--- src/rtl/keypad_pkg.sv ---
// keypad_pkg: shared keypad types, the fixed 4x4 key map and small helpers.
// Used by the keypad emulator RTL and its command interface.
package keypad_pkg;

  localparam int ROWS = 4;
  localparam int COLS = 4;

  typedef enum logic [1:0] {
    ST_IDLE,
    ST_PRESS_BOUNCE,
    ST_HELD,
    ST_RELEASE_BOUNCE
  } kp_state_t;

  typedef struct packed {
    logic [1:0] row;
    logic [1:0] col;
  } key_pos_t;

  // Indexed by hex key code. Layout: "1 2 3 A / 4 5 6 B / 7 8 9 C / E 0 F D".
  localparam key_pos_t KEY_MAP [0:15] = '{
    '{2'd3, 2'd1},  // 0
    '{2'd0, 2'd0},  // 1
    '{2'd0, 2'd1},  // 2
    '{2'd0, 2'd2},  // 3
    '{2'd1, 2'd0},  // 4
    '{2'd1, 2'd1},  // 5
    '{2'd1, 2'd2},  // 6
    '{2'd2, 2'd0},  // 7
    '{2'd2, 2'd1},  // 8
    '{2'd2, 2'd2},  // 9
    '{2'd0, 2'd3},  // A
    '{2'd1, 2'd3},  // B
    '{2'd2, 2'd3},  // C
    '{2'd3, 2'd3},  // D
    '{2'd3, 2'd0},  // E
    '{2'd3, 2'd2}   // F
  };

  function automatic int max_int(input int a, input int b);
    return (a > b) ? a : b;
  endfunction

endpackage

--- src/rtl/keypad_emulator_if.sv ---
// keypad_emulator_if: scan lines plus press-command handshake of the keypad emulator.
// master = scanner/command source, slave = emulator.
interface keypad_emulator_if
  import keypad_pkg::*;
#(
  parameter int HOLD_W = 16
);
  logic [ROWS-1:0]   rows;
  logic [COLS-1:0]   cols;
  logic              cmd_valid;
  logic              cmd_ready;
  logic [3:0]        cmd_key;
  logic [HOLD_W-1:0] cmd_hold;
  logic              busy;
  logic              done;

  modport master (
    output rows, cmd_valid, cmd_key, cmd_hold,
    input  cols, cmd_ready, busy, done
  );

  modport slave (
    input  rows, cmd_valid, cmd_key, cmd_hold,
    output cols, cmd_ready, busy, done
  );
endinterface

--- src/rtl/bounce_lfsr.sv ---
// bounce_lfsr: 8-bit Fibonacci LFSR (x^8+x^6+x^5+x^4+1) producing contact-bounce noise.
// Advances only while en is high; bit_out is the current bit 0.
module bounce_lfsr #(
  parameter logic [7:0] SEED = 8'hA5
) (
  input  logic int_osc,
  input  logic reset,
  input  logic en,
  output logic bit_out
);
  logic [7:0] r_lfsr;
  logic       w_fb;

  assign w_fb = r_lfsr[7] ^ r_lfsr[5] ^ r_lfsr[4] ^ r_lfsr[3];

  // NOTE: sequential state uses non-blocking assignments so every register samples pre-edge values.
  always_ff @(posedge int_osc) begin
    if (reset) begin
      r_lfsr <= SEED;
    end else if (en) begin
      r_lfsr <= {r_lfsr[6:0], w_fb};
    end
  end

  assign bit_out = r_lfsr[0];
endmodule

--- src/rtl/keypad_emulator.sv ---
// keypad_emulator: answers a 4x4 keypad scanner as if one key were held for a commanded time.
// Contact bounce on press/release is built only when KEYPAD_EMU_BOUNCE_EN is defined.
module keypad_emulator
  import keypad_pkg::*;
#(
  parameter int         HOLD_W        = 16,
  parameter int         BOUNCE_CYCLES = 64,
  parameter logic [7:0] LFSR_SEED     = 8'hA5
) (
  input  logic             int_osc,
  input  logic             reset,
  keypad_emulator_if.slave bus
);

  if (BOUNCE_CYCLES < 1 || LFSR_SEED == 8'h00) begin : g_param_check
    $error("keypad_emulator: BOUNCE_CYCLES must be >= 1 and LFSR_SEED nonzero");
  end

`ifdef KEYPAD_EMU_BOUNCE_EN
  localparam int CNT_W = max_int(HOLD_W, $clog2(BOUNCE_CYCLES + 1));
  localparam logic [CNT_W-1:0] BOUNCE_LOAD = CNT_W'(BOUNCE_CYCLES);
`else
  localparam int CNT_W = HOLD_W;
`endif

  kp_state_t        r_state, w_state_nxt;
  logic [CNT_W-1:0] r_cnt, w_cnt_nxt;
  logic [CNT_W-1:0] w_hold_in;
  logic [1:0]       r_key_row, r_key_col;
  logic [COLS-1:0]  r_cols, w_cols_nxt;
  key_pos_t         w_key_pos;
  logic             w_idle, w_accept, w_contact, w_done;

  assign w_idle    = (r_state == ST_IDLE);
  assign w_accept  = w_idle && bus.cmd_valid;
  assign w_key_pos = KEY_MAP[bus.cmd_key];
  assign w_hold_in = (bus.cmd_hold == '0) ? CNT_W'(1) : CNT_W'(bus.cmd_hold);

`ifdef KEYPAD_EMU_BOUNCE_EN
  logic             w_lfsr_en, w_lfsr_bit;
  logic [CNT_W-1:0] r_hold;

  bounce_lfsr #(.SEED(LFSR_SEED)) u_lfsr (
    .int_osc (int_osc),
    .reset   (reset),
    .en      (w_lfsr_en),
    .bit_out (w_lfsr_bit)
  );

  always_ff @(posedge int_osc) begin
    if (reset) begin
      r_hold <= '0;
    end else if (w_accept) begin
      r_hold <= w_hold_in;
    end
  end
`endif

  always_ff @(posedge int_osc) begin
    if (reset) begin
      r_state   <= ST_IDLE;
      r_cnt     <= '0;
      r_key_row <= '0;
      r_key_col <= '0;
      r_cols    <= '1;
    end else begin
      r_state <= w_state_nxt;
      r_cnt   <= w_cnt_nxt;
      r_cols  <= w_cols_nxt;
      if (w_accept) begin
        r_key_row <= w_key_pos.row;
        r_key_col <= w_key_pos.col;
      end
    end
  end

  // The final state of a press lingers one extra cycle with count 0: contact released, done raised.
  // NOTE: every always_comb output is defaulted first so no path can infer a latch.
  always_comb begin
    w_state_nxt = r_state;
    w_cnt_nxt   = r_cnt;
    w_contact   = 1'b0;
    w_done      = 1'b0;
`ifdef KEYPAD_EMU_BOUNCE_EN
    w_lfsr_en   = 1'b0;
`endif
    case (r_state)
      ST_IDLE: begin
        if (bus.cmd_valid) begin
`ifdef KEYPAD_EMU_BOUNCE_EN
          w_state_nxt = ST_PRESS_BOUNCE;
          w_cnt_nxt   = BOUNCE_LOAD;
`else
          w_state_nxt = ST_HELD;
          w_cnt_nxt   = w_hold_in;
`endif
        end
      end
`ifdef KEYPAD_EMU_BOUNCE_EN
      ST_PRESS_BOUNCE: begin
        w_contact = w_lfsr_bit;
        w_lfsr_en = 1'b1;
        if (r_cnt <= CNT_W'(1)) begin
          w_state_nxt = ST_HELD;
          w_cnt_nxt   = r_hold;
        end else begin
          w_cnt_nxt = r_cnt - CNT_W'(1);
        end
      end
`endif
      ST_HELD: begin
        if (r_cnt == '0) begin
          w_done      = 1'b1;
          w_state_nxt = ST_IDLE;
        end else begin
          w_contact = 1'b1;
          w_cnt_nxt = r_cnt - CNT_W'(1);
`ifdef KEYPAD_EMU_BOUNCE_EN
          if (r_cnt == CNT_W'(1)) begin
            w_state_nxt = ST_RELEASE_BOUNCE;
            w_cnt_nxt   = BOUNCE_LOAD;
          end
`endif
        end
      end
`ifdef KEYPAD_EMU_BOUNCE_EN
      ST_RELEASE_BOUNCE: begin
        if (r_cnt == '0) begin
          w_done      = 1'b1;
          w_state_nxt = ST_IDLE;
        end else begin
          w_contact = w_lfsr_bit;
          w_lfsr_en = 1'b1;
          w_cnt_nxt = r_cnt - CNT_W'(1);
        end
      end
`endif
      default: begin
        w_state_nxt = ST_IDLE;
        w_cnt_nxt   = '0;
      end
    endcase
  end

  // A column answers only while its key makes contact and the key's own row is being scanned.
  always_comb begin
    w_cols_nxt = '1;
    if (w_contact && !bus.rows[r_key_row]) begin
      w_cols_nxt[r_key_col] = 1'b0;
    end
  end

  assign bus.cols      = r_cols;
  assign bus.cmd_ready = w_idle;
  assign bus.busy      = !w_idle;
  assign bus.done      = w_done;

endmodule

--- src/flat_wrapper.sv ---
// flat-port wrapper written by rule: the top's interface ports become plain ports
module keypad_emulator_flat import keypad_pkg::*;
#(
  parameter int         HOLD_W        = 16,
  parameter int         BOUNCE_CYCLES = 64,
  parameter logic [7:0] LFSR_SEED     = 8'hA5
)
  (int_osc, reset, bus_rows, bus_cmd_valid, bus_cmd_key, bus_cmd_hold, bus_cols, bus_cmd_ready, bus_busy, bus_done);
  keypad_emulator_if #(.HOLD_W(HOLD_W)) bus_i ();
  input  logic int_osc;
  input  logic reset;
  input wire logic [$bits(bus_i.rows)-1:0] bus_rows;
  input wire logic [$bits(bus_i.cmd_valid)-1:0] bus_cmd_valid;
  input wire logic [$bits(bus_i.cmd_key)-1:0] bus_cmd_key;
  input wire logic [$bits(bus_i.cmd_hold)-1:0] bus_cmd_hold;
  output wire logic [$bits(bus_i.cols)-1:0] bus_cols;
  output wire logic [$bits(bus_i.cmd_ready)-1:0] bus_cmd_ready;
  output wire logic [$bits(bus_i.busy)-1:0] bus_busy;
  output wire logic [$bits(bus_i.done)-1:0] bus_done;
  assign bus_i.rows = bus_rows;
  assign bus_i.cmd_valid = bus_cmd_valid;
  assign bus_i.cmd_key = bus_cmd_key;
  assign bus_i.cmd_hold = bus_cmd_hold;
  assign bus_cols = bus_i.cols;
  assign bus_cmd_ready = bus_i.cmd_ready;
  assign bus_busy = bus_i.busy;
  assign bus_done = bus_i.done;
  keypad_emulator #(.HOLD_W(HOLD_W), .BOUNCE_CYCLES(BOUNCE_CYCLES), .LFSR_SEED(LFSR_SEED)) u_core (.int_osc(int_osc), .reset(reset), .bus(bus_i));
endmodule
--- config.mk ---
export PLATFORM = sky130hd
export DESIGN_NAME = keypad_emulator_flat
export DESIGN_NICKNAME = d
export VERILOG_FILES = /design/src/rtl/keypad_pkg.sv /design/src/rtl/keypad_emulator_if.sv /design/src/rtl/bounce_lfsr.sv /design/src/rtl/keypad_emulator.sv /design/src/flat_wrapper.sv
export SDC_FILE = /design/constraint.sdc
export NUM_CORES = 1
export LEC_CHECK = 0
export BUFFER_PORTS_ARGS = -buffer_cell sky130_fd_sc_hd__buf_2
export CAP_MARGIN = 40
export CORE_MARGIN = 3
export CORE_UTILIZATION = 48
export DETAILED_ROUTE_END_ITERATION = 12
export PLACE_DENSITY = 0.84
export SYNTH_ARGS = -nofsm -noshare
export SYNTH_HDL_FRONTEND = slang
export SYNTH_SLANG_ARGS = --single-unit
--- constraint.sdc ---
create_clock -name int_osc -period 2.25 [get_ports int_osc]
set_clock_uncertainty 0.05 [all_clocks]
set_input_delay 0.45 -clock int_osc [delete_from_list [all_inputs] [get_ports int_osc]]
set_output_delay 0.45 -clock int_osc [all_outputs]
set_load 0.005 [all_outputs]
* Yosys cells after proc, flatten, opt, wreduce, memory -nomap -nowiden
Memories as Yosys holds them, arrays and structs flattened. A register that Yosys moved wholly into a read port is not among the register bits.
Index checks and enable logic that the tools add are counted.
** Word-level totals
- Register bits :: 22
- ROM bits :: 64
- Output and inout bits :: 7
- Logic and storage cells :: 41
- Memories kept :: 1
** Cells by class
- Add/subtract/negate cells :: 1
- Magnitude comparators :: 3
- Equal/unequal tests :: 4
- Multiplexer cells :: 15
- Bitwise logic cells :: 3
- Reduce and logical (&&, ||, !) cells :: 11
** Memory list
- (no name shown) :: depth 16, bits a word 4, read ports 1, clocked after Yosys merged registers in 1, wr ports 0, line keypad_emulator.sv:36 : assign w_key_pos = KEY_MAP[bus.cmd_key];
** Operators by type and width (number)
- two-way mux 16 bit :: 3
- logical NOT 16 bit :: 2
- one-hot mux 16 bit (2 select lines) :: 1
- subtractor 16 x 1 -> 16 bit, second input constant :: 1
- less-than comparator 2 x 3 -> 1 bit, second input constant :: 2
- two-way mux 1 bit :: 6
- inverter 4 -> 5 bit :: 1
- two-way mux 2 bit :: 2
- inequality test 2 bit, second input constant :: 2
- inverter 4 bit :: 1
- one-hot mux 2 bit (2 select lines) :: 1
- AND reduction 2 bit :: 2
- logical AND 1 bit :: 3
- binary-select mux 1 bit (select 2 bit) :: 1
- demux 1 bit (select 2 bit) :: 1
- equality test 2 bit, second input constant :: 1
- >= comparator 2 x 1 -> 1 bit, second input constant :: 1
- logical NOT 1 bit :: 2
- logical NOT 2 bit :: 1
- inequality test 2 x 1 -> 1 bit, second input constant :: 1
- OR reduction 2 bit :: 1
- inverter 1 bit :: 1

* Depth between registers and ports, before layout
Gate-level depths: netlist of the first run.
- Depth in word-level cells :: 6
- Gate-level depth with buffers :: 9
- Mapped depth without buffers :: 7

* Worst setup path before layout of the first run
OpenSTA, ideal clock, no wires.
- Path type :: reg-to-reg
- Start point :: reg u_core.r_cnt[0]
- End point :: reg u_core.r_cnt[14]
- Setup time :: 0.067 ns
- Arrival :: 2.156 ns
- Required time :: 2.133 ns
- Slack :: -0.024 ns
- Cell stages (with the launch flop) :: 8
- Clock period less this slack :: 2.274 ns
- Cell sequence :: dfxtp_1 inv_1 ha_1 or3b_1 or4_4 or4_1 a32o_1 a21oi_2
** On the way
- Cells in the longest elaborated chain, start to end :: 3
- Elaborated cells on any way between the ends :: 6
** Ends and longest elaborated chain
- start, declared :: line keypad_emulator.sv:27 : logic [CNT_W-1:0] r_cnt, w_cnt_nxt;
- start signal, assigned :: line keypad_emulator.sv:68 : r_cnt <= w_cnt_nxt;
- subtractor 16 x 1 -> 16 bit / logical NOT 16 bit (equally long branches) :: line keypad_emulator.sv:117, keypad_emulator.sv:112
- two-way mux 16 bit / inequality test 2 bit (equally long branches)
- one-hot mux 16 bit (2 select lines) / AND reduction 2 bit (equally long branches)
Several ways; a longest one is shown, not always the timed one. The select of a mux whose other input is x is not followed.
A chain may end at the register's enable or synchronous reset.

* Final worst setup path of the first run
- Start point :: reg u_core.r_cnt[1]
- End point :: out bus_done
** On the way
- Cells in the longest elaborated chain, start to end :: 3
** Ends and longest elaborated chain
- logical NOT 16 bit :: line keypad_emulator.sv:112 : if (r_cnt == '0) begin
- two-way mux 1 bit :: line keypad_emulator.sv:112
- two-way mux 1 bit :: line keypad_emulator.sv:87 : case (r_state)
- end, declared :: line flat_wrapper.sv:19 : output wire logic [$bits(bus_i.done)-1:0] bus_done;
Every way passes these cells.

==> reports/qor.txt, run 1 <==
Worst r2r dst: u_core.r_cnt[14]$_SDFFE_PP0P_
Die Y: 62.3 um
Synth Area in XOR/XNOR: 1.73%
Distinct cells, synth: 49
Drt total wl: 5120 um
Register area: 503 um2
RSZ-0062 raised after global routing: yes
Gr usage total: 22.6%
Post-synth top area cell: dfxtp_1
Period utilization: 115%
Avg WL per Cell: 17.9 um
Nets: 273
Number of enable flip-flop cells after synthesis: 0
Met2 wire length: 2470 um
Mux share of post-synthesis cell area: 2.22%
Leak: 0.810 nW
CTS tree: yes
DRT iter0 DRCs: 154
Post-synthesis register bit count: 25
Slowest cell on crit path: or4_4
Hold Crit Endpoint: u_core.r_cnt[6]$_SDFFE_PP0P_
Synth area leaders: dfxtp_1, a211oi_1, a21oi_1, nand2_1, nor2_1
Worst hold-check path type: in -> reg
Std cell rows: 19
Multi-input logic area: 1080 um2
Most used DFF post-synth: dfxtp_1
Syn Nets: 221
Fmax: 387 MHz
Vias in the first global route: 1,554
Drt via density: 6.12
Synth async-reset ratio: 0%
Synth Area in Simple Gates: 27.9%
Status: finished with violations
Port bufs: 33
CTS Buf Count: 3
Via count: 1,749
First-pass GRT wire length: 7250 um
Total of max-cap violations: 0
Failing checks: setup timing
R2r setup slk: -0.33 ns
Layout Area Growth over Synthesis: 38.5%
Clock Tree Buf Depth: 2
Initial antenna violation count: 0
Max IR drop VDD: 0.417 mV
Final Hold Fails: 0
CP max FO: 2
Seq/Total Area, Yosys: 32.9%
Req. time, crit path: 1.75 ns
H-tree lvl count: 1
Worst path max stage delay: 0.51 ns
Nature of the critical path endpoint: output pin
Adder-Cell Fraction of Synth Area: 0.822%
Count of endpoints failing setup in the final report: 16
FF-to-FF path depth: 9
Most numerous cell in the Yosys netlist: dfxtp_1
Syn Inst Count: 193
DRC violations left: 0
R2R Path Start: u_core.r_cnt[1]$_SDFFE_PP0P_
WL met1: 2090 um
Placed Instance Area: 1840 um2
Max-slew violation count: 0
Final worst path period need: 2.58 ns
Post-synth top cells: dfxtp_1, nand2_1, nor2_1, a21oi_1, a211oi_1
Syn_area_per_cell: 7.89 um2
WS Path Type: reg -> out
Share of cells above drive strength 1: 43.4%
Hold slack: 0.325 ns
DP Wirelength: 2970 um
GP Congestion: 0.860
DR WL met3: 447 um
Area fraction of the dominant cell type after synthesis: 32.9%
Clk root buf: clkbuf_4
Final worst slack: -0.333 ns
Worst Setup Start Kind: register
Worst Hold Depth: 3
Bufs and invs on worst path: 3
IO Pins: 34
CORE AREA: 2880 um2
Compound-Gate Fraction of Synth Area: 29.2%
Chip width: 62.3 um
CTS Sinks: 25
Largest family of logic cells by synthesized area: compound AO/OA/AOI/OAI gates
Initial DRT Pass Iterations: 4
CP delay by family, top: simple AND/OR/NAND/NOR gates
Starting density of the core: 52.9%
Full die area: 3880 um2
Grt total ovfl: 0
Post-Syn Area: 1520 um2
Post-route ant nets: 0
Post-route cell area: 2110 um2
Fillcell total: 222
CTS Hold Buffers Added: 0
Clk Latency, worst-skew pair: 0.33 ns
Hold path start: bus_cmd_hold[6]
Pwr/cell area: 601 nW/um2
Top sig layer: met4
CTS clock-pin slew for the worst setup and hold paths: 0.15 ns
# diodes: 0
Headroom to the max-slew limit: 62.0%
Yosys warns: 0
Largest net degree at the start of global routing: 24
Tightest Pin Transition: 0.565 ns
Worst-path cell chain: inv_2, ha_4, or3b_4, or4_4, buf_6, nor2_2, buf_2
WP data arrival: 2.08 ns
-- where the power goes --
group          switching, W  internal [W]
Clock              0.000138     0.0000695
Combinational      0.000274      0.000260
Sequential        0.0000457      0.000481
Total              0.000458      0.000810
-- cell families after synthesis --
kind of cell,count (synthesis)
muxes,2
DFF,25
and+or+nand+nor,78
buffers and inverters,20
adders and majority gates,1
xor gates and xnor gates,3
AOI/OAI and AO/OA,64
-- metrics by stage --
stage | setup WS, ns | instances | total power, W | setup TNS [ns] | utilization, %
finish | -0.333 | 286 | 0.00127 | -3.73 | 73.3
global route | -0.411 | 286 | 0.00133 | -5.03 | 73.3
CTS | -0.349 | 280 | 0.00115 | -2.52 | 66.8
detailed placement | -0.0580 | 273 | 0.000928 | -0.119 | 64.0
global placement | 0.00192 | 273 | 0.000919 | 0 | 64.0
floorplan | -0.0172 | 193 | 0.000774 | -0.0172 | -
-- final cells by class --
cell class	count	area share, %
Multi-Input combinational cell	148	51.1
Sequential cell	25	23.8
Timing Repair Buffer	61	20.2
Tap cell	42	2.49
Clock buffer	4	1.25
Inverter	6	1.07
-- worst register-to-register path: stages, from the launching register on --
cell     delay [ns]
dfxtp_2        0.36
inv_2          0.07
ha_4           0.13
or3b_4         0.38
or4_4          0.51
buf_4          0.16
buf_6          0.11
or4_1          0.40
a32o_1         0.25
a21oi_2        0.11
-- worst max path at each step --
stage                                       from  cells after the start  slack, ns                            end
finish              u_core.r_cnt[1]$_SDFFE_PP0P_                      7      -0.33                       bus_done
detailed placement  u_core.r_cnt[1]$_SDFFE_PP0P_                      7      -0.06  u_core.r_cnt[14]$_SDFFE_PP0P_
global placement    u_core.r_cnt[0]$_SDFFE_PP0P_                      7      0.002  u_core.r_cnt[14]$_SDFFE_PP0P_
floorplan           u_core.r_cnt[0]$_SDFFE_PP0P_                      7      -0.02  u_core.r_cnt[14]$_SDFFE_PP0P_
global route        u_core.r_cnt[1]$_SDFFE_PP0P_                      7      -0.41                       bus_done
CTS                 u_core.r_cnt[1]$_SDFFE_PP0P_                      7      -0.35                       bus_done
-- timing repair --
| action | in CTS | in global routing |
|---|---|---|
| buffers inserted | 3 | 7 |
| endpoints found under the setup margin | 6 | 20 |
| cloned | 0 | 0 |
| resized for setup | 13 | 33 |
| pin swaps | 9 | 20 |
-- state kept, by name, summed over array words and instances, names as in the netlist --
| register | cells |
|---|---|
| u_core.bus.cols | 4 |
| u_core.r_key_row | 2 |
| u_core.r_cnt | 16 |
| u_core.r_key_col | 2 |
| u_core.r_state | 1 |
-- cells in the final DEF (no fill, tap or decap), types with 3 or more instances in the layout --
| master | synthesis | layout |
|---|---|---|
| a211oi_2 | 0 | 4 |
| buf_6 | 0 | 5 |
| a211oi_1 | 12 | 8 |
| nor3_1 | 8 | 7 |
| a21oi_2 | 2 | 5 |
| inv_1 | 6 | 3 |
| or4_4 | 3 | 4 |
| o21ai_2 | 0 | 3 |
| nor4_1 | 5 | 5 |
| buf_2 | 1 | 33 |
| nor2b_1 | 5 | 5 |
| or2_2 | 3 | 3 |
| nand2b_1 | 4 | 3 |
| nand2_1 | 18 | 18 |
| nor2_1 | 17 | 13 |
| inv_2 | 0 | 3 |
| o21ai_0 | 9 | 5 |
| dfxtp_1 | 25 | 23 |
| o211ai_1 | 3 | 3 |
| clkbuf_4 | 0 | 3 |
| a31oi_1 | 3 | 3 |
| a21oi_1 | 16 | 13 |
| buf_4 | 1 | 20 |
-- per-layer routing --
layer | vias to the layer above | global-route usage [%]
li1 | 826 | -
met1 | 810 | 31.2
met2 | 100 | 34.5
met3 | 13 | 5.05
met4 | 0 | 8.54
met5 | - | 0
(Power assumes the default switching activity.)
==> run 2, diff against run 1 <==
--- a/constraint.sdc
+++ b/constraint.sdc
@@ -4,2 +4,2 @@
 set_output_delay 0.45 -clock int_osc [all_outputs]
-set_load 0.005 [all_outputs]
+set_load 0.05 [all_outputs]
==> run 2 against run 1 <==
  * The flow still finishes with violations (setup timing)
  * Sequential cell count stayed put
  * Fmax grew 1.3%
  * Combinational power shrank 14%
  * Global-route usage grew 1.1 points
  * Routed wire length down 15%
  * Setup slack improved by 0.034 ns
  * Critical path type unchanged
  * First-iteration DRC count down 29%
  * Count of clock-buffer cells in the layout down 1
  * Critical endpoint unchanged
==> reports/qor.txt, run 2 (synthesized netlist as in run 1, its figures left out) <==
Status: finished with violations
Failing checks: setup timing
Crit path depth: 6
Final worst slack: -0.298 ns
Starting density of the core: 52.9%
Worst-path cell chain: inv_2, ha_4, or3b_4, or4_4, nor2_4, buf_8
CTS Buf Count: 3
H-tree lvl count: 1
RSZ-0062 raised after global routing: yes
Std cell rows: 19
Worst path max stage delay: 0.52 ns
Largest net degree at the start of global routing: 24
Int Power: 0.000769 W
WS Path Type: reg -> out
DP Wirelength: 3000 um
Max reg flops: 16
Avg WL per Cell: 15.7 um
Commonest cells after routing, fill and taps aside: buf_2, dfxtp_1, nand2_1, buf_4, a21oi_1
CP max FO: 2
Setup crit end: bus_done
DRC violations left: 0
Layout Area Growth over Synthesis: 27.7%
Clock Tree Buf Depth: 2
IO Pins: 34
Post-route cell area: 1940 um2
R2R Path Start: u_core.r_cnt[1]$_SDFFE_PP0P_
Psw: 0.000437 W
Final Hold Fails: 0
Critical Path Start: u_core.r_cnt[1]$_SDFFE_PP0P_
Leak: 0.749 nW
Max-slew violation count: 0
Max IR drop VDD: 0.381 mV
Sw Share: 36.2%
Initial antenna violation count: 0
Commonest non-fill, non-tap cell in the layout: buf_2
WP data arrival: 2.05 ns
Full die area: 3880 um2
Final worst path period need: 2.55 ns
Fmax: 392 MHz
Drt via density: 6.00
CORE AREA: 2880 um2
Vias in the first global route: 1,615
Port bufs: 33
Period utilization: 113%
Req. time, crit path: 1.75 ns
R2r setup slk: -0.25 ns
DRT iter0 DRCs: 110
Gate power share: 38.0%
Placed Instance Area: 1840 um2
CTS clock-pin slew for the worst setup and hold paths: 0.15 ns
Clk Latency, worst-skew pair: 0.34 ns
Final Core Density: 67.6%
Gr usage total: 23.8%
# diodes: 0
Initial DRT Pass Iterations: 4
Tightest Pin Transition: 0.510 ns
Post-route ant nets: 0
Total of max-cap violations: 0
Clock Power Share: 18.6%
Nature of the critical path endpoint: output pin
CTS Hold Buffers Added: 0
Clk root buf: clkbuf_4
Largest Register: u_core.r_cnt
Sum of negative setup slack: -1.28 ns
Via count: 1,675
Bufs and invs on worst path: 2
Nets: 266
Share of cells above drive strength 1: 35.0%
CP delay by family, top: simple AND/OR/NAND/NOR gates
Worst hold-check path type: in -> reg
First-pass GRT wire length: 7470 um
Die Y: 62.3 um
Slowest cell on crit path: or4_4
Worst Setup Start Kind: register
Pwr/cell area: 620 nW/um2
Worst r2r dst: u_core.r_cnt[14]$_SDFFE_PP0P_
Chip width: 62.3 um
CTS Sinks: 25
GP Congestion: 0.862
Grt total ovfl: 0
CTS tree: yes
Reg power frac: 43.4%
Count of endpoints failing setup in the final report: 10
Drt total wl: 4380 um
FF-to-FF path depth: 8
Headroom to the max-slew limit: 65.6%
## run 2: per-layer routing
metal | GRT usage, % | vias to the layer above | wire (um)
li1 | - | 813 | -
met1 | 30.7 | 784 | 1870
met2 | 38.2 | 72 | 2050
met3 | 5.95 | 6 | 370
met4 | 9.09 | 0 | 78
met5 | 0 | - | 0
## run 2: area by class of cell
| class | instances | area, um2 |
|---|---|---|
| clock inverters | 1 | 8.76 |
| inverters | 6 | 22.5 |
| fillers | 252 | 932 |
| flip-flops and latches | 25 | 503 |
| repair buffers | 54 | 344 |
| multi-input cells | 148 | 991 |
| clock buffers | 3 | 22.5 |
| well taps | 42 | 52.6 |
## run 2: per-stage QoR
| stage | total power (W) | instances | hold slack (ns) | worst slack (ns) |
|---|---|---|---|---|
| after floorplan | 0.000796 | 193 | 0.338 | -0.0786 |
| after global placement | 0.000932 | 273 | 0.352 | -0.0592 |
| after detailed placement | 0.000939 | 273 | 0.363 | -0.102 |
| after CTS | 0.00119 | 279 | 0.322 | -0.354 |
| after global routing | 0.00128 | 279 | 0.313 | -0.369 |
| final | 0.00121 | 279 | 0.333 | -0.298 |
## run 2: how the worst min path moves through the flow
| stage | startpoint | to | slack (ns) | cells after the start |
|---|---|---|---|---|
| 3_3_place_gp | u_core.r_key_col[1]$_SDFFE_PP0P_ | u_core.bus.cols[2]$_SDFF_PP1_ | 0.35 | 1 |
| 3_5_place_dp | u_core.r_key_col[1]$_SDFFE_PP0P_ | u_core.bus.cols[2]$_SDFF_PP1_ | 0.36 | 1 |
| 6_report | bus_cmd_hold[6] | u_core.r_cnt[6]$_SDFFE_PP0P_ | 0.33 | 3 |
| 2_1_floorplan | u_core.r_key_col[1]$_SDFFE_PP0P_ | u_core.bus.cols[2]$_SDFF_PP1_ | 0.34 | 1 |
| 4_1_cts | bus_cmd_hold[6] | u_core.r_cnt[6]$_SDFFE_PP0P_ | 0.32 | 3 |
| 5_1_grt | bus_cmd_hold[6] | u_core.r_cnt[6]$_SDFFE_PP0P_ | 0.31 | 3 |
## run 2: power groups by stage
stage / clock network, W / registers, W / logic, W
after detailed placement: 0 / 0.000528 / 0.000411
final: 0.000225 / 0.000523 / 0.000458
after floorplan: 0 / 0.000529 / 0.000267
after CTS: 0.000226 / 0.000520 / 0.000444
after global routing: 0.000250 / 0.000529 / 0.000504
after global placement: 0 / 0.000526 / 0.000406
## run 2: repair_timing
item,4_1_cts,5_1_grt
buffers inserted,2,0
pin swaps,6,4
hold endpoints to repair,0,0
gates resized for setup,19,2
setup endpoints to repair,10,18
## run 2: tightest hold or removal path, stage by stage
cell and delay [ns]:
buf_2 0.10, nand2_1 0.05, a31oi_1 0.07
==> run 3, diff against run 2 <==
CORE_UTILIZATION = 53   (was 48)
PLACE_DENSITY = 0.87   (was 0.84)
clock period = 2.9 ns   (was 2.25 ns; I/O delays follow)
==> run 3 against run 2 <==
  * The flow now finishes without violations
  * Clock power is 28% lower
  * Combinational power decreased by 41%
  * First-iteration DRC count shrank 26%
  * Largest power group unchanged
  * Count of clock-buffer cells in the layout is the same
  * Final area decreased by 11%
  * Power down 30%
  * Setup slack improved by 0.39 ns
  * Register-to-register slack improved by 0.52 ns
  * Global-route usage is 1.7 points lower
==> reports/qor.txt, run 3 (synthesized netlist as in run 1, its figures left out) <==
Leak: 0.647 nW
Critical Path Start: u_core.r_cnt[0]$_SDFFE_PP0P_
Vias in the first global route: 1,323
Std cell rows: 18
Fillcell total: 235
CORE AREA: 2610 um2
IO Pins: 34
WS Path Type: reg -> out
Final worst path period need: 2.81 ns
Count of endpoints failing setup in the final report: 0
Fmax: 355 MHz
Final Hold Fails: 0
Chip width: 59.6 um
Worst hold-check path type: reg -> reg
Layout Area Growth over Synthesis: 13.6%
Commonest cells after routing, fill and taps aside: buf_2, dfxtp_1, nand2_1, nor2_1, a21oi_1
CTS Buf Count: 3
Worst path max stage delay: 0.55 ns
Headroom to the max-slew limit: 58.5%
# diodes: 0
CTS tree: yes
Total of max-cap violations: 0
Bufs and invs on worst path: 2
H-tree lvl count: 1
CTS Sinks: 25
Clk Latency, worst-skew pair: 0.32 ns
Initial antenna violation count: 0
Slowest cell on crit path: or4_4
First-pass GRT wire length: 6070 um
Starting density of the core: 58.3%
Worst Setup Start Kind: register
Largest Register: u_core.r_cnt
Full die area: 3550 um2
DRT iter0 DRCs: 81
R2R Path Start: u_core.r_cnt[0]$_SDFFE_PP0P_
Clk root buf: clkbuf_4
FF-to-FF path depth: 8
Status: finished clean
Worst r2r dst: u_core.r_cnt[14]$_SDFFE_PP0P_
Crit path depth: 6
GP Congestion: 0.848
Avg WL per Cell: 14.6 um
WP data arrival: 2.18 ns
Hold slack: 0.387 ns
Die Y: 59.6 um
Post-route ant nets: 0
Drt via density: 6.19
Max-slew violation count: 0
Nets: 248
Nature of the critical path endpoint: output pin
CTS clock-pin slew for the worst setup and hold paths: 0.13 ns
Max reg flops: 16
RSZ-0062 raised after global routing: no
Port bufs: 33
Clock Tree Buf Depth: 2
Tightest Pin Transition: 0.622 ns
CP max FO: 5
Setup crit end: bus_done
Period utilization: 97.0%
Total power: 0.000840 W
Initial DRT Pass Iterations: 5
Share of cells above drive strength 1: 24.7%
Grt total ovfl: 0
CTS Hold Buffers Added: 0
DRC violations left: 0
Sum of negative setup slack: 0 ns
Largest net degree at the start of global routing: 24
Gr usage total: 22.0%
Pwr/cell area: 486 nW/um2
Max IR drop VDD: 0.369 mV
Worst-path cell chain: inv_1, ha_1, or3b_1, or4_4, nor2_2, buf_6
Req. time, crit path: 2.27 ns
Commonest non-fill, non-tap cell in the layout: buf_2
DP Wirelength: 2640 um
Via count: 1,542
CP delay by family, top: simple AND/OR/NAND/NOR gates
R2r setup slk: 0.27 ns
Drt total wl: 3630 um
run 3: cell count changes in the layout (fill, tap and decap cells not counted), sizes merged:
cell,delta
buf,-18
clkinvlp,+1
inv,-1
run 3: repair_timing:
item	4_1_cts	5_1_grt
gates resized for setup	1	1
buffers inserted	1	0
cloned	0	0
pin swaps	1	0
endpoints found under the setup margin	1	1
run 3: layout make-up:
class                   instances  area, um2  share of cell area, %
well taps                      30       37.5                   2.17
repair buffers                 36        194                   11.2
clock buffers                   3       22.5                   1.30
clock inverters                 1       7.51                  0.434
flip-flops and latches         25        500                   28.9
multi-input cells             148        945                   54.6
inverters                       6       22.5                   1.30
run 3: through the flow:
step	utilization, %	std cells	setup WS [ns]	area (um2)
floorplan	-	193	0.222	1530
global placement	64.5	244	0.338	1690
detailed placement	64.5	244	0.317	1690
CTS	66.0	249	0.0589	1730
global route	66.2	249	0.00442	1730
finish	66.2	249	0.0871	1730
run 3: worst min path at each step:
stage | depth (start not counted) | slack [ns] | start | to
after global placement | 1 | 0.35 | u_core.r_key_col[1]$_SDFFE_PP0P_ | u_core.bus.cols[2]$_SDFF_PP1_
final | 1 | 0.39 | u_core.r_key_col[1]$_SDFFE_PP0P_ | u_core.bus.cols[2]$_SDFF_PP1_
after global routing | 1 | 0.42 | u_core.r_key_col[1]$_SDFFE_PP0P_ | u_core.bus.cols[2]$_SDFF_PP1_
after CTS | 1 | 0.39 | u_core.r_key_col[1]$_SDFFE_PP0P_ | u_core.bus.cols[2]$_SDFF_PP1_
after detailed placement | 1 | 0.35 | u_core.r_key_col[1]$_SDFFE_PP0P_ | u_core.bus.cols[2]$_SDFF_PP1_
after floorplan | 1 | 0.34 | u_core.r_key_col[1]$_SDFFE_PP0P_ | u_core.bus.cols[2]$_SDFF_PP1_
run 3: metal layers:
metal	up-vias	GRT usage, %	share of wire (%)	wire length, um
met3	4	2.40	10	363
met2	71	31.0	44	1600
met4	0	7.28	0.88	32
met1	686	34.4	45	1640
li1	781	-	-	-
met5	-	0	0	0
run 3: report_power, final:
group / leakage, nW / total [W] / switching [W] / internal (W)
sequential: 0.206 / 0.000410 / 0.0000369 / 0.000373
clock: 0.0139 / 0.000161 / 0.000108 / 0.0000527
combinational: 0.426 / 0.000269 / 0.000153 / 0.000116
